<file path="src/rtl/pa_ifu_tag_pkg.sv">
// Shared definitions for the IFU tag-array access controller:
// FSM state encoding, default geometry and macro write-enable constants.
package pa_ifu_tag_pkg;

    localparam int DEF_ADDR_WIDTH = 7;
    localparam int DEF_DATA_WIDTH = 43;
    localparam int DEF_DEPTH      = 128;

    typedef enum logic {
        INV  = 1'b0,
        IDLE = 1'b1
    } tag_state_t;

    // Active-low macro WEN: all ones = no bit written, all zeros = every bit.
    localparam logic [DEF_DATA_WIDTH-1:0] WEN_ALL1 = '1;
    localparam logic [DEF_DATA_WIDTH-1:0] WEN_ALL0 = '0;

endpackage

</file>
<file path="src/rtl/pa_ifu_tag_inv_cnt.sv">
// Invalidation sweep index counter: clears, increments, wraps, flags last.
// Ports: clk, rst (async high), clr, inc, cnt (current index), last.
module pa_ifu_tag_inv_cnt
    import pa_ifu_tag_pkg::*;
#(
    parameter int ADDR_WIDTH = DEF_ADDR_WIDTH,
    parameter int DEPTH      = DEF_DEPTH
) (
    input  logic                  clk,
    input  logic                  rst,
    input  logic                  clr,
    input  logic                  inc,
    output logic [ADDR_WIDTH-1:0] cnt,
    output logic                  last
);

    localparam logic [ADDR_WIDTH-1:0] LAST_IDX = ADDR_WIDTH'(DEPTH - 1);

    assign last = (cnt == LAST_IDX);

    always_ff @(posedge clk or posedge rst) begin
        if (rst) begin
            cnt <= '0;
        end else if (clr) begin
            cnt <= '0;
        end else if (inc) begin
            // Explicit wrap keeps non-power-of-two depths correct.
            cnt <= last ? '0 : cnt + 1'b1;
        end
    end

endmodule

</file>
<file path="src/rtl/pa_ifu_tag_array_ctrl.sv">
// IFU tag SRAM access controller: reset/requested zero sweep, write-over-read
// arbitration, active-low macro pin generation, one-cycle read return.
// Ports: forever_cpuclk, cpurst (async high); inv_req/inv_busy;
//   wr_req/wr_idx/wr_data/wr_mask/wr_gnt; rd_req/rd_idx/rd_gnt/rd_vld/rd_data;
//   macro pins sram_a/sram_cen/sram_gwen/sram_wen/sram_d, sram_q.
// Option macro PA_IFU_TAG_RD_HOLD_EN: rd_data holds the last read result.
module pa_ifu_tag_array_ctrl
    import pa_ifu_tag_pkg::*;
#(
    parameter int ADDR_WIDTH = DEF_ADDR_WIDTH,
    parameter int DATA_WIDTH = DEF_DATA_WIDTH,
    parameter int DEPTH      = DEF_DEPTH
) (
    input  logic                  forever_cpuclk,
    input  logic                  cpurst,
    input  logic                  inv_req,
    output logic                  inv_busy,
    input  logic                  wr_req,
    input  logic [ADDR_WIDTH-1:0] wr_idx,
    input  logic [DATA_WIDTH-1:0] wr_data,
    input  logic [DATA_WIDTH-1:0] wr_mask,
    output logic                  wr_gnt,
    input  logic                  rd_req,
    input  logic [ADDR_WIDTH-1:0] rd_idx,
    output logic                  rd_gnt,
    output logic                  rd_vld,
    output logic [DATA_WIDTH-1:0] rd_data,
    output logic [ADDR_WIDTH-1:0] sram_a,
    output logic                  sram_cen,
    output logic                  sram_gwen,
    output logic [DATA_WIDTH-1:0] sram_wen,
    output logic [DATA_WIDTH-1:0] sram_d,
    input  logic [DATA_WIDTH-1:0] sram_q
);

    tag_state_t            state;
    tag_state_t            state_nxt;
    logic                  cnt_clr;
    logic                  cnt_inc;
    logic                  cnt_last;
    logic [ADDR_WIDTH-1:0] cnt;

    pa_ifu_tag_inv_cnt #(
        .ADDR_WIDTH (ADDR_WIDTH),
        .DEPTH      (DEPTH)
    ) u_inv_cnt (
        .clk  (forever_cpuclk),
        .rst  (cpurst),
        .clr  (cnt_clr),
        .inc  (cnt_inc),
        .cnt  (cnt),
        .last (cnt_last)
    );

    always_ff @(posedge forever_cpuclk or posedge cpurst) begin
        if (cpurst) begin
            state <= INV;
        end else begin
            state <= state_nxt;
        end
    end

    always_comb begin
        state_nxt = state;
        cnt_clr   = 1'b0;
        cnt_inc   = 1'b0;
        inv_busy  = 1'b0;
        wr_gnt    = 1'b0;
        rd_gnt    = 1'b0;
        sram_a    = '0;
        sram_cen  = 1'b1;
        sram_gwen = 1'b1;
        sram_wen  = '1;
        sram_d    = '0;
        unique case (state)
            INV: begin
                inv_busy  = 1'b1;
                sram_a    = cnt;
                sram_cen  = 1'b0;
                sram_gwen = 1'b0;
                sram_wen  = '0;
                cnt_inc   = 1'b1;
                if (cnt_last) begin
                    state_nxt = IDLE;
                end
            end
            IDLE: begin
                if (inv_req) begin
                    state_nxt = INV;
                    cnt_clr   = 1'b1;
                end else if (wr_req) begin
                    wr_gnt    = 1'b1;
                    sram_a    = wr_idx;
                    sram_cen  = 1'b0;
                    sram_gwen = 1'b0;
                    sram_wen  = ~wr_mask;
                    sram_d    = wr_data;
                end else if (rd_req) begin
                    rd_gnt    = 1'b1;
                    sram_a    = rd_idx;
                    sram_cen  = 1'b0;
                end
            end
            default: begin
                state_nxt = INV;
                cnt_clr   = 1'b1;
            end
        endcase
        // Keep the macro quiescent while reset is asserted; the state
        // register already sits in INV and would otherwise enable it.
        if (cpurst) begin
            sram_cen  = 1'b1;
            sram_gwen = 1'b1;
            sram_wen  = '1;
        end
    end

    always_ff @(posedge forever_cpuclk or posedge cpurst) begin
        if (cpurst) begin
            rd_vld <= 1'b0;
        end else begin
            rd_vld <= rd_gnt;
        end
    end

`ifdef PA_IFU_TAG_RD_HOLD_EN
    logic [DATA_WIDTH-1:0] hold_q;

    always_ff @(posedge forever_cpuclk or posedge cpurst) begin
        if (cpurst) begin
            hold_q <= '0;
        end else if (rd_vld) begin
            hold_q <= sram_q;
        end
    end

    // Bypass in the return cycle so latency matches the unheld build.
    assign rd_data = rd_vld ? sram_q : hold_q;
`else
    assign rd_data = sram_q;
`endif

endmodule
</file>
<file path="config.mk">
export PLATFORM = sky130hd
export DESIGN_NAME = pa_ifu_tag_array_ctrl
export DESIGN_NICKNAME = d
export VERILOG_FILES = /design/src/rtl/pa_ifu_tag_pkg.sv /design/src/rtl/pa_ifu_tag_inv_cnt.sv /design/src/rtl/pa_ifu_tag_array_ctrl.sv
export SDC_FILE = /design/constraint.sdc
export NUM_CORES = 1
export LEC_CHECK = 0
export ABC_AREA = 1
export CORE_AREA = 4 4 110 112
export DETAILED_ROUTE_END_ITERATION = 16
export DIE_AREA = 0 0 114 116
export GPL_TIMING_DRIVEN = 0
export PLACE_DENSITY = 0.75
export SYNTH_ARGS = -nofsm -noshare
export SYNTH_HDL_FRONTEND = slang
export SYNTH_SLANG_ARGS = --single-unit
</file>
<file path="constraint.sdc">
create_clock -name forever_cpuclk -period 3.6 [get_ports forever_cpuclk]
set_clock_uncertainty 0.2 [all_clocks]
set_input_delay 0.72 -clock forever_cpuclk [delete_from_list [all_inputs] [get_ports forever_cpuclk]]
set_output_delay 0.72 -clock forever_cpuclk [all_outputs]
set_load 0.01 [all_outputs]
</file>
==> results.md, run 1 <==
Layout:
- Leaving out fill and tap cells, the most frequent cells in the layout are sky130_fd_sc_hd__clkdlybuf4s50_1 (246), sky130_fd_sc_hd__inv_1 (51), sky130_fd_sc_hd__buf_4 (49).
- The area growth from synthesis to layout is 140%.
- The share of the core filled with cells in the final layout is a little over two fifths.
- The final layout contains 686 nets.
- The number of filler cells placed in the layout is ~1,100.
- The share of final-layout standard cells stronger than drive strength 1 is 27.4%.
- The repair_antennas step left the layout with diodes totalling 0.
- The post-route standard cell area excluding fillers is 0.00474 mm2.
- The commonest non-fill, non-tap cell in the layout is sky130_fd_sc_hd__clkdlybuf4s50_1.

STA:
- Setup repair after global routing left no endpoint under its margin.
- Setup violations remaining at the end of the flow were counted as 0.
- For the pin with the worst max-slew slack, the measured transition is about 0.34 ns.
- Summed over all failing endpoints, the final setup total negative slack is 0 ns.
- The number of max-slew violations in the final report was 0.
- The final critical-path required period is 3.45 ns.
- Based on the critical path, the design can be clocked at up to 290 MHz.
- The final critical path takes up between 90% and 100% of the cycle.
- The final count of hold timing violations is 0.
- The relative slew slack is 77.4%.

Power:
- Combinational cells account for 67.8% of the total power.
- In this run the power spent charging and discharging nets is between 0.0004 and 0.0005 W.
- The analysis attributes to cell leakage a power of 2.04 nW.
- IR analysis of the VDD net gives a maximum drop of about 0.00030 V.
- The clock network fraction of design power is 17.5%.
- The sequential cell fraction of total power is 14.8%.
- The internal portion of the total power is 0.000720 W.
- The net switching share of the total power is a little over a third.
- The final total power is 0.00113 W.
- The power density of the placed cells is 238 mW/mm2.

Floorplan:
- For this configuration, the core starts out at a cell density of approximately 18%.
- The number of placement rows is 39.
- The number of top-level design ports is 290.
- The die is 114 um wide.
- The height of the die is 116 um.
- In this run the standard cell core region covers 0.0112 mm2.
- The area of the die is 0.0132 mm2.

Logic synthesis:
- Yosys printed 0 warnings.
- For this run, asynchronously set or reset flops after synthesis account for between 90% and 100%.
- The number of enable-type register cells in the synthesized netlist is 0.
- After technology mapping, the gate count stands at approximately 280.
- The per-instance average area after synthesis is 7.02 um2.
- The cell area after synthesis is 0.00197 mm2.
- The register bit count reported by yosys is 9.
- The fraction of the yosys area taken by sequential cells is around 11%.
- The count of cell types in the netlist is 26.
- The synthesized netlist net count is 430.
- The most used flip-flop cell after synthesis is sky130_fd_sc_hd__dfrtp_1.

Hold path:
- The worst hold path terminates at u_inv_cnt.cnt[5].
- In this run the most critical hold path is launched from u_inv_cnt.cnt[5].
- Counting instances, the worst hold path has a depth of 2.
- The min-delay analysis places its worst path in the category flop to flop.

Global routing:
- The number of antenna violations at the first check in global routing came to 0.
- Entering global routing, the biggest net connects 11 pins.
- The first global-routing pass estimated 13.3 mm of wire.
- The remaining global-route overflow is 0.
- The all-layer global routing usage is 12.3%.
- The via count of the first global-routing pass is between 2,000 and 2,500.

Clock network:
- The buffer cell driving the clock tree root is sky130_fd_sc_hd__clkbuf_16.
- The maximum buffer depth of the clock tree is 2.
- Clock-pin slew was measured on the worst setup and hold paths at 0.04 ns.
- In this run the number of H-tree levels came out at 1.
- The clock net in this run drives a total of 9 sinks.
- The clock latency on the worst-skew pair is roughly 0.24 ns.
- The TritonCTS clock tree is yes.
- The hold buffer count at CTS is 0.
- Counting the buffers created by CTS gives 3.

Detailed routing:
- Dividing the detail-routed wire length by the instance count gives 13.9 um.
- Wire segments on met2 add up to 5.09 mm in the final route.
- For this run, design rule violations remaining after detail routing come to 0.
- The detailed router put a total of 3.59 mm of wire on met1.
- The number of nets still failing antenna checks after routing is 0.
- The highest metal layer used by the detailed router is met4.
- Summing over every cut layer, the via total after detailed routing is ~2,600.
- Wires add up to 9.45 mm.
- In the routed layout, each cell is associated on average with a via count of 3.80.
- The number of DRC violations after detailed-routing iteration 0 is 71.
- The number of detailed-route iterations in the first pass is 4.
- The routed wire length on met3 is 647 um.

Critical path:
- The data arrival time of the critical path is around 2.5 ns.
- The capture point of the worst reg-to-reg path is u_inv_cnt.cnt[3].
- The category of the critical setup timing path is input port to output pin.
- The nature of the critical path startpoint is an input port.
- The startpoint of the most critical register-to-register path is u_inv_cnt.cnt[0].
- The critical path capture point type is an output pin.
- Data on the critical path is required at its endpoint by ~2.7 ns.
- For flop-to-flop paths, the worst setup slack is approximately 2.1 ns.
- Of all nets on the critical path, the largest fanout is 10.
- The critical path startpoint is inv_req.
- The worst register-to-register path has a depth of 6.

Placement:
- The total of buffers placed on input and output ports is about 250.
- The half-perimeter wire length after detailed placement is 8.35 mm.
- The global placer's final weighted congestion is 0.830.
- The placed instance area is 0.00461 mm2.

Outcome:
- The run finished with clean final reports.

Flow run:
- The tool flagged a number of max-cap violations equal to 0.
-- critical path, stage by stage --
cell and delay [ns]:
sky130_fd_sc_hd__clkdlybuf4s50_1 0.46, sky130_fd_sc_hd__inv_1 0.14, sky130_fd_sc_hd__nand2_4 0.10, sky130_fd_sc_hd__nor2_8 0.20, sky130_fd_sc_hd__inv_6 0.09, sky130_fd_sc_hd__buf_6 0.16
sky130_fd_sc_hd__nor2_2 0.09, sky130_fd_sc_hd__clkdlybuf4s50_1 0.55
-- what timing repair did --
action	CTS	global route
gates resized for setup	0	2
endpoints found under the setup margin	0	41
buffers inserted	0	5
-- metal layers --
metal | vias to the layer above | track usage, %
li1 | 1320 | -
met1 | 1147 | 15.5
met2 | 102 | 22.4
met3 | 11 | 1.72
met4 | 0 | 2.77
met5 | - | 0
-- cell usage after synthesis, types with 2 or more instances --
cell / count / area [um2]
sky130_fd_sc_hd__inv_1: 52 / 195
sky130_fd_sc_hd__buf_4: 44 / 330
sky130_fd_sc_hd__nand2_1: 35 / 131
sky130_fd_sc_hd__o21ai_2: 30 / 263
sky130_fd_sc_hd__nor2_2: 26 / 163
sky130_fd_sc_hd__nor2_4: 16 / 180
sky130_fd_sc_hd__o21ai_0: 15 / 75.1
sky130_fd_sc_hd__nand3_1: 10 / 50.1
sky130_fd_sc_hd__dfrtp_1: 9 / 225
sky130_fd_sc_hd__nor2_1: 9 / 33.8
sky130_fd_sc_hd__buf_6: 7 / 78.8
sky130_fd_sc_hd__a21oi_1: 6 / 30.0
sky130_fd_sc_hd__buf_12: 3 / 60.1
sky130_fd_sc_hd__clkbuf_2: 3 / 15.0
sky130_fd_sc_hd__inv_2: 2 / 7.51
sky130_fd_sc_hd__nand2_2: 2 / 12.5
sky130_fd_sc_hd__nor2_8: 2 / 40.0
sky130_fd_sc_hd__o21bai_1: 2 / 15.0
-- registers in the layout (all words and copies together), names as in the netlist --
signal         cells
u_inv_cnt.cnt      7
rd_vld             1
state              1
-- through the flow --
stage / setup WS, ns / hold WS [ns] / instances
after floorplan: 1.17 / 0.271 / 281
after global placement: 0.0547 / 0.286 / 670
after detailed placement: 0.0580 / 0.315 / 670
after CTS: 0.0389 / 0.331 / 674
after global routing: 0.0553 / 0.377 / 679
final: 0.155 / 0.327 / 679
-- cells by family (layout without fill, tap and decap cells) --
family | count (synthesis) | after routing | synth area share [%]
AND/OR/NAND/NOR | 101 | 101 | 31.5
adder cells (fa/ha/maj) | 1 | 1 | 0.634
XOR/XNOR | 2 | 2 | 0.888
buffers and inverters | 113 | 368 | 35.5
flip-flops | 9 | 9 | 11.4
AO/OA/AOI/OAI | 55 | 55 | 20.0
-- area by class of cell --
cell class | count | area, um2 | area share (%)
buffer | 58 | 489 | 10.3
clock buffer | 4 | 78.8 | 1.66
inverter | 55 | 215 | 4.54
multi-input combinational | 159 | 1050 | 22.2
sequential | 9 | 225 | 4.75
tap | 143 | 179 | 3.78
timing repair buffer | 251 | 2500 | 52.7
-- power groups by stage --
stage,logic (W),registers (W),clock network [W]
finish,0.000764,0.000166,0.000197
detailed placement,0.000763,0.000167,0
global route,0.000826,0.000171,0.000208
CTS,0.000769,0.000166,0.000200
global placement,0.000753,0.000164,0
floorplan,0.000361,0.000158,0
-- how the worst max path moves through the flow --
stage / end / slack (ns) / cells after the start
floorplan: sram_wen[13] / 1.17 / 5
global placement: sram_a[5] / 0.05 / 7
detailed placement: sram_wen[41] / 0.06 / 7
CTS: sram_a[5] / 0.04 / 7
global route: sram_d[21] / 0.06 / 8
finish: sram_d[18] / 0.15 / 8
Power figures use the tool's default switching activity.
==> run 2: changes to the inputs <==
--- a/config.mk
+++ b/config.mk
@@ -6,11 +6,11 @@
 export NUM_CORES = 1
 export LEC_CHECK = 0
 export ABC_AREA = 1
-export CORE_AREA = 4 4 110 112
+export CORE_AREA = 4 4 111 113
 export DETAILED_ROUTE_END_ITERATION = 16
-export DIE_AREA = 0 0 114 116
+export DIE_AREA = 0 0 115 117
 export GPL_TIMING_DRIVEN = 0
-export PLACE_DENSITY = 0.75
+export PLACE_DENSITY = 0.74
 export SYNTH_ARGS = -nofsm -noshare
 export SYNTH_HDL_FRONTEND = slang
 export SYNTH_SLANG_ARGS = --single-unit
==> constraint.sdc (replaced) <==
create_clock -name forever_cpuclk -period 3.7 [get_ports forever_cpuclk]
set_clock_uncertainty 0.2 [all_clocks]
set_input_delay 0.74 -clock forever_cpuclk [delete_from_list [all_inputs] [get_ports forever_cpuclk]]
set_output_delay 0.74 -clock forever_cpuclk [all_outputs]
set_load 0.01 [all_outputs]
==> results.md, run 2 (synthesis results as in run 1) <==
STA:
- The setup slack after layout is 0.189 ns.
- Summed over all failing endpoints, the final setup total negative slack is 0 ns.
- The number of max-slew violations in the final report came to 0.
- The final count of hold timing violations is 0.
- The final critical-path required period is 3.51 ns.
- The slew of the pin with the lowest slew margin is 0.393 ns.
- For this run, the top clock speed supported by timing is 285 MHz.
- The final critical path takes up a little over nine tenths of the cycle.
- Setup violations remaining at the end of the flow were counted as 0.
- Setup repair after global routing left no endpoint under its margin.
- The relative slew slack is 73.8%.

Outcome:
- The run finished with clean final reports.

Clock network:
- After clock tree synthesis, the clock-pin slew on the worst setup and hold paths is 0.04 ns.
- The maximum level of the CTS H-tree is 1.
- TritonCTS created 3 clock buffers.
- The maximum buffer depth of the clock tree is 2.
- For this design, the CTS-stage hold fixing added 0 buffers.
- The clock drives 9 sinks.
- The tree is rooted in a sky130_fd_sc_hd__clkbuf_16.
- TritonCTS built the clock tree.
- At the later pin of the worst-skew pair, clock insertion delay measures ~0.24 ns.

Detailed routing:
- After detailed routing, the number of remaining DRC violations is 0.
- In the routed layout, each cell is associated on average with a via count of 3.80.
- The number of detailed-route iterations in the first pass is 4.
- The first routing iteration left between 50 and 60 violations.
- The via count is 2,585.
- The detail route stage leaves a number of antenna-violating nets equal to 0.
- The detailed-route wire length is 9.56 mm.
- After detailed routing, the average wire length per cell comes to between 10 and 15 um.

Power:
- The worst-case IR drop observed on VDD is 0.000277 V.
- The net switching share of the total power is 36.4%.
- The internal power summed over all cells is 0.000702 W.
- For this design the ratio of total power to cell area is 233 mW/mm2.
- The sequential cell fraction of total power is 14.5%.
- Summed over all cells, the static leakage comes to 2.04 nW.
- The share of total power dissipated in combinational logic is 68.0%.
- Summing internal, switching and leakage power gives between 0.001 and 0.0015 W.
- The net load switching power is around 0.0004 W.
- The share of total power dissipated in the clock network is roughly 18%.

Layout:
- With fillers left out, the area of the finished cells amounts to about 0.0047 mm2.
- The largest registers in the layout are u_inv_cnt.cnt: 7 flops, rd_vld: 1 flops, state: 1 flops.
- The register with the most flip-flops in the layout has 7 of them.
- The register containing the most flip-flops in the final layout is u_inv_cnt.cnt.
- In the layout the commonest cells are sky130_fd_sc_hd__clkdlybuf4s50_1 (246), sky130_fd_sc_hd__inv_1 (51), sky130_fd_sc_hd__buf_4 (50).
- The multi-input combinational cells in the finished layout cover a total of 0.00105 mm2.
- Summing all flip-flop and latch instances after layout gives 225 um2.
- The count of antenna diodes in the layout is 0.
- The number of filler cells placed in the layout is 1,142.
- The count of nets after finishing is 687.
- Relative to the synthesized area, the layout overhead comes to 140%.
- The commonest non-fill, non-tap cell in the layout is sky130_fd_sc_hd__clkdlybuf4s50_1.
- Cells with a size suffix above 1 make up 27.6% of the layout.

Flow run:
- The tool flagged a number of max-cap violations equal to 0.

Critical path:
- The nature of the critical path startpoint is an input port.
- In this run the critical register-to-register path is launched from u_inv_cnt.cnt[1].
- The data required time of the worst path is 2.76 ns.
- The depth of the worst register-to-register path is 6.
- The slack of the worst reg-to-reg path is roughly 2.1 ns.
- The critical path capture point type is an output pin.
- Following the worst setup path forward leads to its endpoint at sram_a[5].
- The data arrival time of the critical path is between 2 and 3 ns.
- The critical path is of the input port to output pin type.
- In this run the worst setup path begins at inv_req.
- In this run the critical register-to-register path is captured at u_inv_cnt.cnt[1].
- Of all nets on the critical path, the largest fanout is 9.

Hold path:
- The worst hold path passes through 2 cells.
- The worst hold path belongs to the class flop to flop.

Floorplan:
- In this run the core area contains 39 standard-cell rows.
- 290 I/O pins were placed.
- The floorplan step set the die width to ~120 um.
- The die covers 0.0135 mm2.
- The height of the die is 117 um.
- For this configuration, the core starts out at a cell density of 17.4%.
- The region available for standard cell placement spans 0.0113 mm2.

Global routing:
- Entering global routing, the biggest net connects 11 pins.
- Across every metal layer, demand over resource in global routing totals 12.4%.
- The remaining global-route overflow is 0.
- The first global-routing pass estimated ~14 mm of wire.
- The via count of the first global-routing pass is 2,566.
- The number of antenna violations at the first check in global routing is 0.

Placement:
- At the placement stage, the worst setup path has a slack of ~0.074 ns.
- The total of buffers placed on input and output ports is 246.
- Routability-driven placement finished with a final weighted congestion of roughly 0.9.
- The wire-length estimate of the detail-placed layout is between 8 and 9 mm.
- The placed instance area is ~0.0046 mm2.
-- run 2: cell count changes in the layout (fill, tap and decap cells not counted), sizes merged --
cell / before / now
buf: 60 / 61
-- run 2: worst max-delay path: stages --
cell and delay, ns:
sky130_fd_sc_hd__clkdlybuf4s50_1 0.46, sky130_fd_sc_hd__inv_1 0.16, sky130_fd_sc_hd__nand2_4 0.10, sky130_fd_sc_hd__nor2_2 0.35, sky130_fd_sc_hd__nand2_1 0.09, sky130_fd_sc_hd__o211ai_1 0.10
sky130_fd_sc_hd__clkdlybuf4s50_1 0.57
-- run 2: how the worst min path moves through the flow --
stage                          start               end  slack, ns
detailed placement  u_inv_cnt.cnt[5]  u_inv_cnt.cnt[5]       0.30
floorplan           u_inv_cnt.cnt[5]  u_inv_cnt.cnt[5]       0.27
global route        u_inv_cnt.cnt[5]  u_inv_cnt.cnt[5]       0.34
global placement    u_inv_cnt.cnt[5]  u_inv_cnt.cnt[5]       0.30
CTS                 u_inv_cnt.cnt[5]  u_inv_cnt.cnt[5]       0.31
finish              u_inv_cnt.cnt[5]  u_inv_cnt.cnt[5]       0.31
-- run 2: layout make-up --
cell class | instances | area share, %
flip-flops and latches | 9 | 4.75
inverters | 55 | 4.54
well taps | 143 | 3.77
repair buffers | 252 | 52.9
plain buffers | 58 | 10.3
multi-input cells | 159 | 22.1
clock buffers | 4 | 1.66
-- run 2: power groups by stage --
stage | clock network [W] | logic (W) | registers, W
floorplan | 0 | 0.000351 | 0.000154
global placement | 0 | 0.000734 | 0.000159
detailed placement | 0 | 0.000745 | 0.000160
CTS | 0.000196 | 0.000755 | 0.000159
global route | 0.000204 | 0.000812 | 0.000164
finish | 0.000193 | 0.000750 | 0.000160
-- run 2: metrics by stage --
step | utilization [%] | cells | hold slack [ns]
after floorplan | - | 281 | 0.271
after global placement | 40.8 | 670 | 0.299
after detailed placement | 40.8 | 670 | 0.295
after CTS | 41.5 | 674 | 0.308
after global routing | 41.9 | 680 | 0.342
final | 41.9 | 680 | 0.311
-- run 2: metal layers --
layer  wire, um  vias to the layer above  GRT usage [%]
met5          0                        -              0
met4         57                        0           2.03
met3        547                        7           1.70
met2       5340                       89           23.0
met1       3620                     1166           15.6
li1           -                     1323              -
-- run 2: what timing repair did --
action                                 in CTS  in global routing
gates resized for setup                     0                  1
endpoints found under the hold margin       0                  0
setup endpoints to repair                   0                  5
buffers inserted                            0                  6
